## src/rtl/spi_slave_xfer.sv

```systemverilog
`default_nettype none
// ============================================================================
// Module   : spi_slave_xfer
// Brief    : SPI responder, modes 0-3, MSB first, with a one-byte TX buffer.
// Revision : 1.0 - initial release
// ============================================================================
module spi_slave_xfer #(
    parameter int SYNC_STAGES = 2
) (
    input  logic       clk,
    input  logic       rst,
    input  logic       sck,
    input  logic       ss_n,
    input  logic       mosi,
    output logic       miso,
    output logic       miso_oe,
    input  logic       cpol,
    input  logic       cpha,
    input  logic [7:0] tx_data,
    input  logic       tx_load,
    output logic       tx_ready,
    output logic [7:0] rx_data,
    output logic       rx_valid,
    output logic       tx_underrun,
    input  logic       err_clr,
    output logic       busy
);

    localparam logic c_IDLE   = 1'b0;
    localparam logic c_ACTIVE = 1'b1;

    logic [SYNC_STAGES-1:0] r_sck_sync;
    logic [SYNC_STAGES-1:0] r_ss_sync;
    logic [SYNC_STAGES-1:0] r_mosi_sync;
    logic                   r_sck_d;
    logic                   r_ss_d;

    // ss_n chain resets low so a select held across reset never looks like a new falling edge.
    always_ff @(posedge clk) begin
        if (rst) begin
            r_sck_sync  <= '0;
            r_ss_sync   <= '0;
            r_mosi_sync <= '0;
            r_sck_d     <= 1'b0;
            r_ss_d      <= 1'b0;
        end else begin
            r_sck_sync  <= {r_sck_sync[SYNC_STAGES-2:0], sck};
            r_ss_sync   <= {r_ss_sync[SYNC_STAGES-2:0], ss_n};
            r_mosi_sync <= {r_mosi_sync[SYNC_STAGES-2:0], mosi};
            r_sck_d     <= r_sck_sync[SYNC_STAGES-1];
            r_ss_d      <= r_ss_sync[SYNC_STAGES-1];
        end
    end

    logic w_sck_s, w_ss_s, w_mosi_s;
    logic w_sck_rise, w_sck_fall, w_ss_fall, w_ss_rise;
    logic w_lead, w_trail, w_sample, w_shift;

    logic       r_state;
    logic       r_cpol;
    logic       r_cpha;
    logic [2:0] r_bit_cnt;
    logic [7:0] r_rx_shift;
    logic [7:0] r_tx_shift;
    logic       r_skip;
    logic [7:0] r_tx_buf;
    logic       r_tx_ready;
    logic [7:0] r_rx_data;
    logic       r_rx_valid;
    logic       r_underrun;
    logic       r_miso;

    assign w_sck_s    = r_sck_sync[SYNC_STAGES-1];
    assign w_ss_s     = r_ss_sync[SYNC_STAGES-1];
    assign w_mosi_s   = r_mosi_sync[SYNC_STAGES-1];
    assign w_sck_rise = w_sck_s & ~r_sck_d;
    assign w_sck_fall = ~w_sck_s & r_sck_d;
    assign w_ss_fall  = ~w_ss_s & r_ss_d;
    assign w_ss_rise  = w_ss_s & ~r_ss_d;
    assign w_lead     = r_cpol ? w_sck_fall : w_sck_rise;
    assign w_trail    = r_cpol ? w_sck_rise : w_sck_fall;
    assign w_sample   = r_cpha ? w_trail : w_lead;
    assign w_shift    = r_cpha ? w_lead : w_trail;

    logic       w_start, w_run, w_reload;
    logic [7:0] w_reload_byte;

    // r_skip marks the cpha=1 byte preloaded at select, so its first shift edge only holds.
    assign w_start       = (r_state == c_IDLE) && w_ss_fall;
    assign w_run         = (r_state == c_ACTIVE) && !w_ss_rise;
    assign w_reload      = w_start || (w_run && w_shift && (r_bit_cnt == 3'd0) && !r_skip);
    assign w_reload_byte = r_tx_ready ? 8'hFF : r_tx_buf;

    always_ff @(posedge clk) begin
        if (rst) begin
            r_state    <= c_IDLE;
            r_cpol     <= 1'b0;
            r_cpha     <= 1'b0;
            r_bit_cnt  <= 3'd0;
            r_rx_shift <= 8'h00;
            r_tx_shift <= 8'hFF;
            r_skip     <= 1'b0;
            r_tx_buf   <= 8'h00;
            r_tx_ready <= 1'b1;
            r_rx_data  <= 8'h00;
            r_rx_valid <= 1'b0;
            r_underrun <= 1'b0;
            r_miso     <= 1'b1;
        end else begin
            r_rx_valid <= 1'b0;
            r_miso     <= (r_state == c_ACTIVE) ? r_tx_shift[7] : 1'b1;

            if (tx_load && r_tx_ready) begin
                r_tx_buf   <= tx_data;
                r_tx_ready <= 1'b0;
            end else if (w_reload) begin
                r_tx_ready <= 1'b1;
            end

            if (w_reload && r_tx_ready)
                r_underrun <= 1'b1;
            else if (err_clr)
                r_underrun <= 1'b0;

            case (r_state)
                c_IDLE: begin
                    if (w_ss_fall) begin
                        r_state    <= c_ACTIVE;
                        r_cpol     <= cpol;
                        r_cpha     <= cpha;
                        r_bit_cnt  <= 3'd0;
                        r_rx_shift <= 8'h00;
                        r_skip     <= cpha;
                        r_tx_shift <= w_reload_byte;
                    end
                end
                default: begin
                    if (w_ss_rise) begin
                        r_state    <= c_IDLE;
                        r_bit_cnt  <= 3'd0;
                        r_rx_shift <= 8'h00;
                        r_skip     <= 1'b0;
                        r_tx_shift <= 8'hFF;
                    end else begin
                        if (w_sample) begin
                            r_rx_shift <= {r_rx_shift[6:0], w_mosi_s};
                            r_bit_cnt  <= r_bit_cnt + 3'd1;
                            if (r_bit_cnt == 3'd7) begin
                                r_rx_data  <= {r_rx_shift[6:0], w_mosi_s};
                                r_rx_valid <= 1'b1;
                            end
                        end
                        if (w_shift) begin
                            if (r_bit_cnt == 3'd0) begin
                                if (r_skip)
                                    r_skip <= 1'b0;
                                else
                                    r_tx_shift <= w_reload_byte;
                            end else begin
                                r_tx_shift <= {r_tx_shift[6:0], 1'b1};
                            end
                        end
                    end
                end
            endcase
        end
    end

    assign busy        = (r_state == c_ACTIVE);
    assign miso_oe     = busy;
    assign miso        = r_miso;
    assign tx_ready    = r_tx_ready;
    assign rx_data     = r_rx_data;
    assign rx_valid    = r_rx_valid;
    assign tx_underrun = r_underrun;

endmodule
`default_nettype wire

```

## config.mk

```make
export PLATFORM = sky130hd
export DESIGN_NAME = spi_slave_xfer
export DESIGN_NICKNAME = d
export VERILOG_FILES = /design/src/rtl/spi_slave_xfer.sv
export SDC_FILE = /design/constraint.sdc
export NUM_CORES = 1
export LEC_CHECK = 0
export ABC_AREA = 1
export CAP_MARGIN = 20
export CORE_ASPECT_RATIO = 1.4
export CORE_MARGIN = 2
export CORE_UTILIZATION = 50
export CTS_CLUSTER_SIZE = 40
export DETAILED_ROUTE_END_ITERATION = 10
export DONT_BUFFER_PORTS = 1
export PLACE_DENSITY = 0.61
export SYNTH_ARGS = -nofsm -noshare
export SYNTH_HDL_FRONTEND = slang
export SYNTH_SLANG_ARGS = --single-unit
```

## constraint.sdc

```tcl
create_clock -name clk -period 2 [get_ports clk]
set_input_delay 0.2 -clock clk [delete_from_list [all_inputs] [get_ports clk]]
set_output_delay 0.2 -clock clk [all_outputs]
set_load 0.02 [all_outputs]
```

# Word level (Yosys, flattened, before mapping)
# Cells that the tools add are included.
[classes]
n_addsub = 1
eq_ne = 5
muxes = 32
n_bitwise = 11
reduce_logical = 21
[op_table]
columns = ["op", "n"]
rows = [
  ["8-bit 2-to-1 mux", 7],
  ["7-bit 2-to-1 mux", 4],
  ["1-bit 2-to-1 mux", 17],
  ["3-bit 2-to-1 mux", 4],
  ["1-bit logical AND", 7],
  ["1-bit inverter", 7],
  ["3-bit inequality test (second input constant)", 2],
  ["3-bit AND reduction", 2],
  ["2-bit nonzero test", 3],
  ["1-bit AND", 4],
  ["4-bit inequality test (second input constant)", 1],
  ["2-bit AND reduction", 2],
  ["4-bit AND reduction", 1],
  ["4-bit OR reduction", 1],
  ["3-bit by 1-bit adder with 3-bit output (second input constant)", 1],
  ["3-bit equality test (second input constant)", 1],
  ["3-bit zero test", 1],
  ["3-bit by 2-bit inequality test with 1-bit output (second input constant)", 1],
  ["1-bit zero test", 2],
  ["2-bit OR reduction", 1],
  ["1-bit logical OR", 1],
]
[word_totals]
register_bits = 50
out_inout_bits = 14
elab_cells = 88

# Longest topological paths before layout
# Gate-level depths: netlist of the first run.
[logic_depth]
ltp_word = 10
ltp_mapped = 9

# Least setup slack after synthesis of the first run
# Ideal clock, no wire load.
[synth_timing]
path_type = "flip-flop to flip-flop"
startpoint = "register r_bit_cnt[0]"
endpoint = "register r_tx_shift[1]"
arrival_time_ns = 1.179
required_ns = 1.866
path_slack_ns = 0.687
path_stages_with_launch = 9
period_less_slack_ns = 1.313
path_cell_list = "dfxtp_1 inv_1 ha_1 nand2_2 inv_2 nand3_4 nand3_4 nand2_1 nand3_1"
[synth_between]
elab_chain_len = 5
elab_cells_between_ends = 7
[synth_rtl]
columns = ["item", "line", "source"]
rows = [
  ["start: declaration", "62", "logic [2:0] r_bit_cnt;"],
  ["start signal: assignment", "147", "r_bit_cnt <= r_bit_cnt + 3'd1;"],
  ["3-bit zero test *", "154", "if (r_bit_cnt == 3'd0) begin"],
  ["8-bit 2-to-1 mux", "154", ""],
  ["8-bit 2-to-1 mux", "153", "if (w_shift) begin"],
  ["8-bit 2-to-1 mux", "138", "if (w_ss_rise) begin"],
  ["8-bit 2-to-1 mux", "125", "case (r_state)"],
  ["end signal: assignment", "134", "r_tx_shift <= w_reload_byte;"],
  ["end signal: assignment", "158", "r_tx_shift <= w_reload_byte;"],
  ["end signal: assignment", "160", "r_tx_shift <= {r_tx_shift[6:0], 1'b1};"],
  ["end: declaration", "64", "logic [7:0] r_tx_shift;"],
]
# Mark *: on every way between the ends. The rest lies on a longest branch, timed or not. The select of a mux whose other input is x is not followed.
# A chain may end at the register's enable or synchronous reset.

# Worst setup path in the final report of the first run
[layout_timing]
startpoint = "register r_bit_cnt[0]"
endpoint = "register r_tx_shift[7]"
# Same word-level chain as after synthesis.

==> impl_metrics.yaml, run 1 <==
status:
  run_status: "finished clean"
sta:
  finalClockSkew_ps: 4.019
  hold_viol_final: 0
  fmax_mhz: 658.4
  period_minus_slack_ps: 1519
  rsz0062_at_grt: "false"
  layout_setup_ws_ps: 481.2
  relSlewSlack_pct: 59.82
  report.final.slew_viol_count: 0
  fin_hold_ws_ps: 58.26
  setup_viol: 0
  setup_tns_ps: 0
  finalCritPeriodShare_pct: 75.94
  tightestPinTransition_ps: 600.7
pwr:
  fin_total_pwr_mw: 1.917
  leakage_nw: 1.052
  ir_drop_mv: 0.4644
  power_density_nw_per_um2: 795.3
die:
  num_io_pins: 31
  fp.dieW_um: 60.41
  start_util_pct: 52.54
  die_h_um: 82.97
  die-area_um2: 5012
  coreArea_um2: 4239
  rows: 28
global_routing:
  grt-ovfl-total: 0
  grt_pass1_wl_um: 7493
  track_usage_pct: 19.29
  grt_pass1_vias: 1638
  antenna_found_initial: 0
  grt_start_max_net_pins: 37
place:
  numPortBuffers: 0
  dp.cells: 355
  dp_slack_ps: 478.9
  gp_congestion: 0.8675
  dp.final_hpwl_um: 3109
  dpl_cell_area_um2: 2248
routing:
  first_iter_violations: 90
  drt_pre_antenna_iters: 4
  wl_per_cell_um: 12.43
  drc: 0
  drt_wl_total_um: 4573
  viasPerCell: 5.087
  vias: 1872
  antenna_left: 0
synthesis:
  synth.distinct_cells: 26
  syn_nets: 325
  ys_async_sr_fraction_pct: 0
  ys_warn_count: 0
  synth_area_um2: 2227
  synth_cells: 305
  ys_seq_area_share_pct: 44.94
  synth_edf_count: 0
  synth_area_per_cell_um2: 7.302
  synth_seq_cells: 50
  synth_ff_type: "dfxtp_1"
finish:
  stdcell_count: 368
  seqCellArea_um2: 1001
  design_area_um2: 2411
  drive_gt1_share_pct: 9.740
  antenna_cells: 0
  layout_common_cells: "73 x nand2_1, 50 x dfxtp_1, 36 x a21oi_1, 35 x nand3_1, 28 x inv_1"
  area_delta_synth_final_pct: 8.258
  final_common_cell: "nand2_1"
  multi_input_area_um2: 1016
  postLayoutCoreUtil_pct: 56.88
  finish.net_count: 327
  fillers: 403
clock_tree:
  clock_sinks: 50
  cts_buffer_depth: 2
  htree_levels: 2
  root_buffer: "clkbuf_8"
  clk_latency_ps: 300
  cts_buffers: 5
  cts_tree: "built"
  cts_resized: 0
  path_clk_slew_ps: 90
worst_setup_path:
  crit_path_end_kind: "flip-flop"
  critPathMaxFanout: 10
  crit_type: "flip-flop to flip-flop"
  crit_required_ps: 2180
  crit_family: "simple AND/OR/NAND/NOR gates"
  slowest_delay_ps: 370
  crit_path_cell_trace: "inv_1 > ha_1 > nand2_2 > inv_2 > nand3_4 > nand3_4 > nand2_1 > nand3_1"
  worstSetupStartpointType: "flip-flop"
  arrival_ps: 1700
  critPathSlowestCell: "dfxtp_1"
  crit_top_cell: "nand3_4"
  critPathBufInv: 2
min_path:
  hold_path_class: "primary input to flip-flop"
run:
  drv_cap: 0
where the power goes:
part / internal (mW) / total (mW) / leakage, nW / switching (mW)
Clock: 0.279 / 0.611 / 0.0472 / 0.332
Sequential: 1.04 / 1.07 / 0.409 / 0.0280
Combinational: 0.0831 / 0.236 / 0.596 / 0.153
cells in the mapped netlist, types with 2 or more instances:
cell type / number / area share [%]
nand2_1: 73 / 12
nor2_1: 27 / 4.6
inv_2: 3 / 0.51
nand2_4: 3 / 1.5
buf_4: 4 / 1.3
clkbuf_1: 3 / 0.51
inv_1: 28 / 4.7
dfxtp_1: 50 / 45
buf_6: 2 / 1.0
o21ai_0: 11 / 2.5
nand2_2: 3 / 0.84
o21ai_2: 2 / 0.79
ha_1: 3 / 1.7
nand3_4: 2 / 1.6
nand3_1: 35 / 7.9
a21oi_1: 36 / 8.1
nand4_1: 9 / 2.5
buf_2: 3 / 0.67
timing repair:
| action | 4_1_cts | 5_1_grt |
|---|---|---|
| hold endpoints to repair | 14 | 1 |
| hold buffers | 3 | 1 |
| buffers inserted | 0 | 0 |
| setup endpoints to repair | 0 | 0 |
sequential cells by signal (all words and copies together) (netlist names), 2 cells and up:
register / flops
r_bit_cnt: 3
r_mosi_sync: 2
r_rx_shift: 7
r_sck_sync: 2
r_ss_sync: 2
r_tx_buf: 8
r_tx_shift: 8
rx_data: 8
kinds of logic (layout without fill, tap and decap cells):
group	Yosys count	in the layout	share of synthesized area [%]
fa+ha+maj	3	3	1.686
buf+inv	47	50	9.606
flops	50	50	44.94
compound gates	50	50	11.57
simple gates	155	155	32.19
routing by layer:
layer  global-route usage (%)  part of all wire, %  wire length, um  vias to the layer above
li1                         -                    -                -                      989
met1                    23.87                   44             2018                      828
met2                    31.23                   50             2279                       47
met3                    4.829                  4.1              187                        8
met4                    7.475                  1.9               87                        0
met5                        0                    0                0                        -
final cells by class:
class	instances	share of cell area (%)
sequential	50	41.52
multi-input combinational	208	42.14
clock buffer	6	3.425
tap	60	3.114
inverter	33	5.241
timing repair buffer	9	4.048
clock inverter	2	0.5189
path summary, 6_finish.rpt:
check | slack [ps] | cells after the start | end | startpoint
worst min-delay path | 60 | 2 | r_tx_buf[0]$_SDFFE_PP0P_ | tx_load
worst min register to register | 410 | 2 | r_ss_sync[1]$_SDFF_PP0_ | r_ss_sync[0]$_SDFF_PP0_
worst max register to register | 480 | 8 | r_tx_shift[7]$_SDFFE_PP1P_ | r_bit_cnt[0]$_SDFFE_PP0P_
worst max-delay path | 480 | 8 | r_tx_shift[7]$_SDFFE_PP1P_ | r_bit_cnt[0]$_SDFFE_PP0P_
No activity file was read; power rests on OpenSTA's default activity.
==> inputs of run 2 (changes only) <==
==> constraint.sdc (replaced) <==
create_clock -name clk -period 1.5 [get_ports clk]
set_input_delay 0.15 -clock clk [delete_from_list [all_inputs] [get_ports clk]]
set_output_delay 0.15 -clock clk [all_outputs]
set_load 0.02 [all_outputs]
==> run 2 against run 1 <==
Effect of this change:
- routed wire length down 2.7%
- via count up 0.16%
- critical path depth unchanged
- largest power group unchanged
- highest routed layer unchanged
==> impl_metrics.yaml, run 2 (same netlist as run 1, synthesis figures left out) <==
status:
  run_status: "finished clean"
global_routing:
  grt_pass1_wl_um: 7548
  grt_pass1_vias: 1773
  track_usage_pct: 19.25
  antenna_found_initial: 0
  grt_start_max_net_pins: 37
  grt-ovfl-total: 0
pwr:
  ir_drop_mv: 0.6662
  power_density_nw_per_um2: 1091
  leakage_nw: 1.084
clock_tree:
  cts_buffers: 5
  cts_buffer_depth: 2
  clk_latency_ps: 300
  cts_tree: "built"
  root_buffer: "clkbuf_8"
  clock_sinks: 50
  path_clk_slew_ps: 100
  htree_levels: 2
routing:
  vias: 1875
  first_iter_violations: 87
  wl_per_cell_um: 11.96
  drt_pre_antenna_iters: 4
  viasPerCell: 5.040
  antenna_left: 0
  drt_wl_total_um: 4449
  drc: 0
finish:
  postLayoutCoreUtil_pct: 58.41
  area_delta_synth_final_pct: 11.18
  finish.net_count: 331
  antenna_cells: 0
  final_common_cell: "nand2_1"
  drive_gt1_share_pct: 11.22
  layout_common_cells: "73 x nand2_1, 48 x dfxtp_1, 36 x a21oi_1, 35 x nand3_1, 28 x inv_1"
sta:
  layout_setup_ws_ps: 116.9
  report.final.slew_viol_count: 0
  tightestPinTransition_ps: 617.4
  relSlewSlack_pct: 58.71
  setup_viol: 0
  finalCritPeriodShare_pct: 92.21
  hold_viol_final: 0
  period_minus_slack_ps: 1383
  fmax_mhz: 723.0
  finalClockSkew_ps: 12.71
worst_setup_path:
  crit_type: "flip-flop to flip-flop"
  arrival_ps: 1620
  crit_required_ps: 1740
  critPathMaxFanout: 7
  worstSetupStartpointType: "flip-flop"
  crit_path_end_kind: "flip-flop"
place:
  numPortBuffers: 0
  dp_slack_ps: 101.4
  dp.final_hpwl_um: 3207
  gp_congestion: 0.8532
die:
  num_io_pins: 31
  start_util_pct: 52.54
  rows: 28
  die_h_um: 82.97
  die-area_um2: 5012
  fp.dieW_um: 60.41
  coreArea_um2: 4239
min_path:
  hold_path_class: "primary input to flip-flop"
run:
  drv_cap: 0
[run 2: area by class of cell]
type	instances	area [um^2]
fillers	419	1763
multi-input cells	208	1033
flip-flops and latches	50	1003
inverters	33	128.9
repair buffers	13	122.6
well taps	60	75.07
clock buffers	5	68.82
clock inverters	3	43.79
[run 2: power by group]
part	internal (mW)	switching (mW)
combinational	0.119	0.205
clock	0.500	0.450
sequential	1.39	0.0372
total	2.01	0.692
[run 2: critical path, stage by stage (launching register included)]
cell,delay [ps]
dfxtp_1,370
inv_1,70
ha_1,200
nand2_2,100
buf_4,150
a21oi_1,70
a21oi_1,170
nand4_1,100
nand3_1,80
[run 2: per-stage QoR]
| step | TNS [ps] | hold WS, ps | cell area (um^2) | std cells | power [mW] |
|---|---|---|---|---|---|
| 6_report | 0 | 7.960 | 2476 | 372 | 2.702 |
| 5_1_grt | -19.99 | 20.47 | 2476 | 372 | 2.847 |
| 4_1_cts | 0 | 0.08341 | 2446 | 371 | 2.730 |
| 3_5_place_dp | 0 | 224.5 | 2283 | 358 | 1.762 |
| 3_3_place_gp | 0 | 221.7 | 2283 | 358 | 1.759 |
| 2_1_floorplan | 0 | 257.0 | 2227 | 305 | 1.699 |
[run 2: metal layers]
| metal | global-route usage (%) | share of wire (%) |
|---|---|---|
| met4 | 6.667 | 1.4 |
| met5 | 0 | 0 |
| met1 | 23.08 | 43 |
| met3 | 3.894 | 2.3 |
| met2 | 32.91 | 53 |
[run 2: final timing paths]
check	cells after the start	endpoint	slack (ps)	start
worst min register to register	2	r_sck_sync[1]$_SDFF_PP0_	410	r_sck_sync[0]$_SDFF_PP0_
worst max-delay path	8	r_tx_shift[5]$_SDFFE_PP1P_	120	r_bit_cnt[0]$_SDFFE_PP0P_
worst max register to register	8	r_tx_shift[5]$_SDFFE_PP1P_	120	r_bit_cnt[0]$_SDFFE_PP0P_
worst min-delay path	3	tx_underrun$_SDFFE_PP0P_	8	err_clr
[run 2: repair_timing]
item                                    CTS  global route
gates resized for setup                   0             6
hold buffers                              5             0
endpoints found under the setup margin    0            14
hold endpoints to repair                 15             0
buffers inserted                          0             1
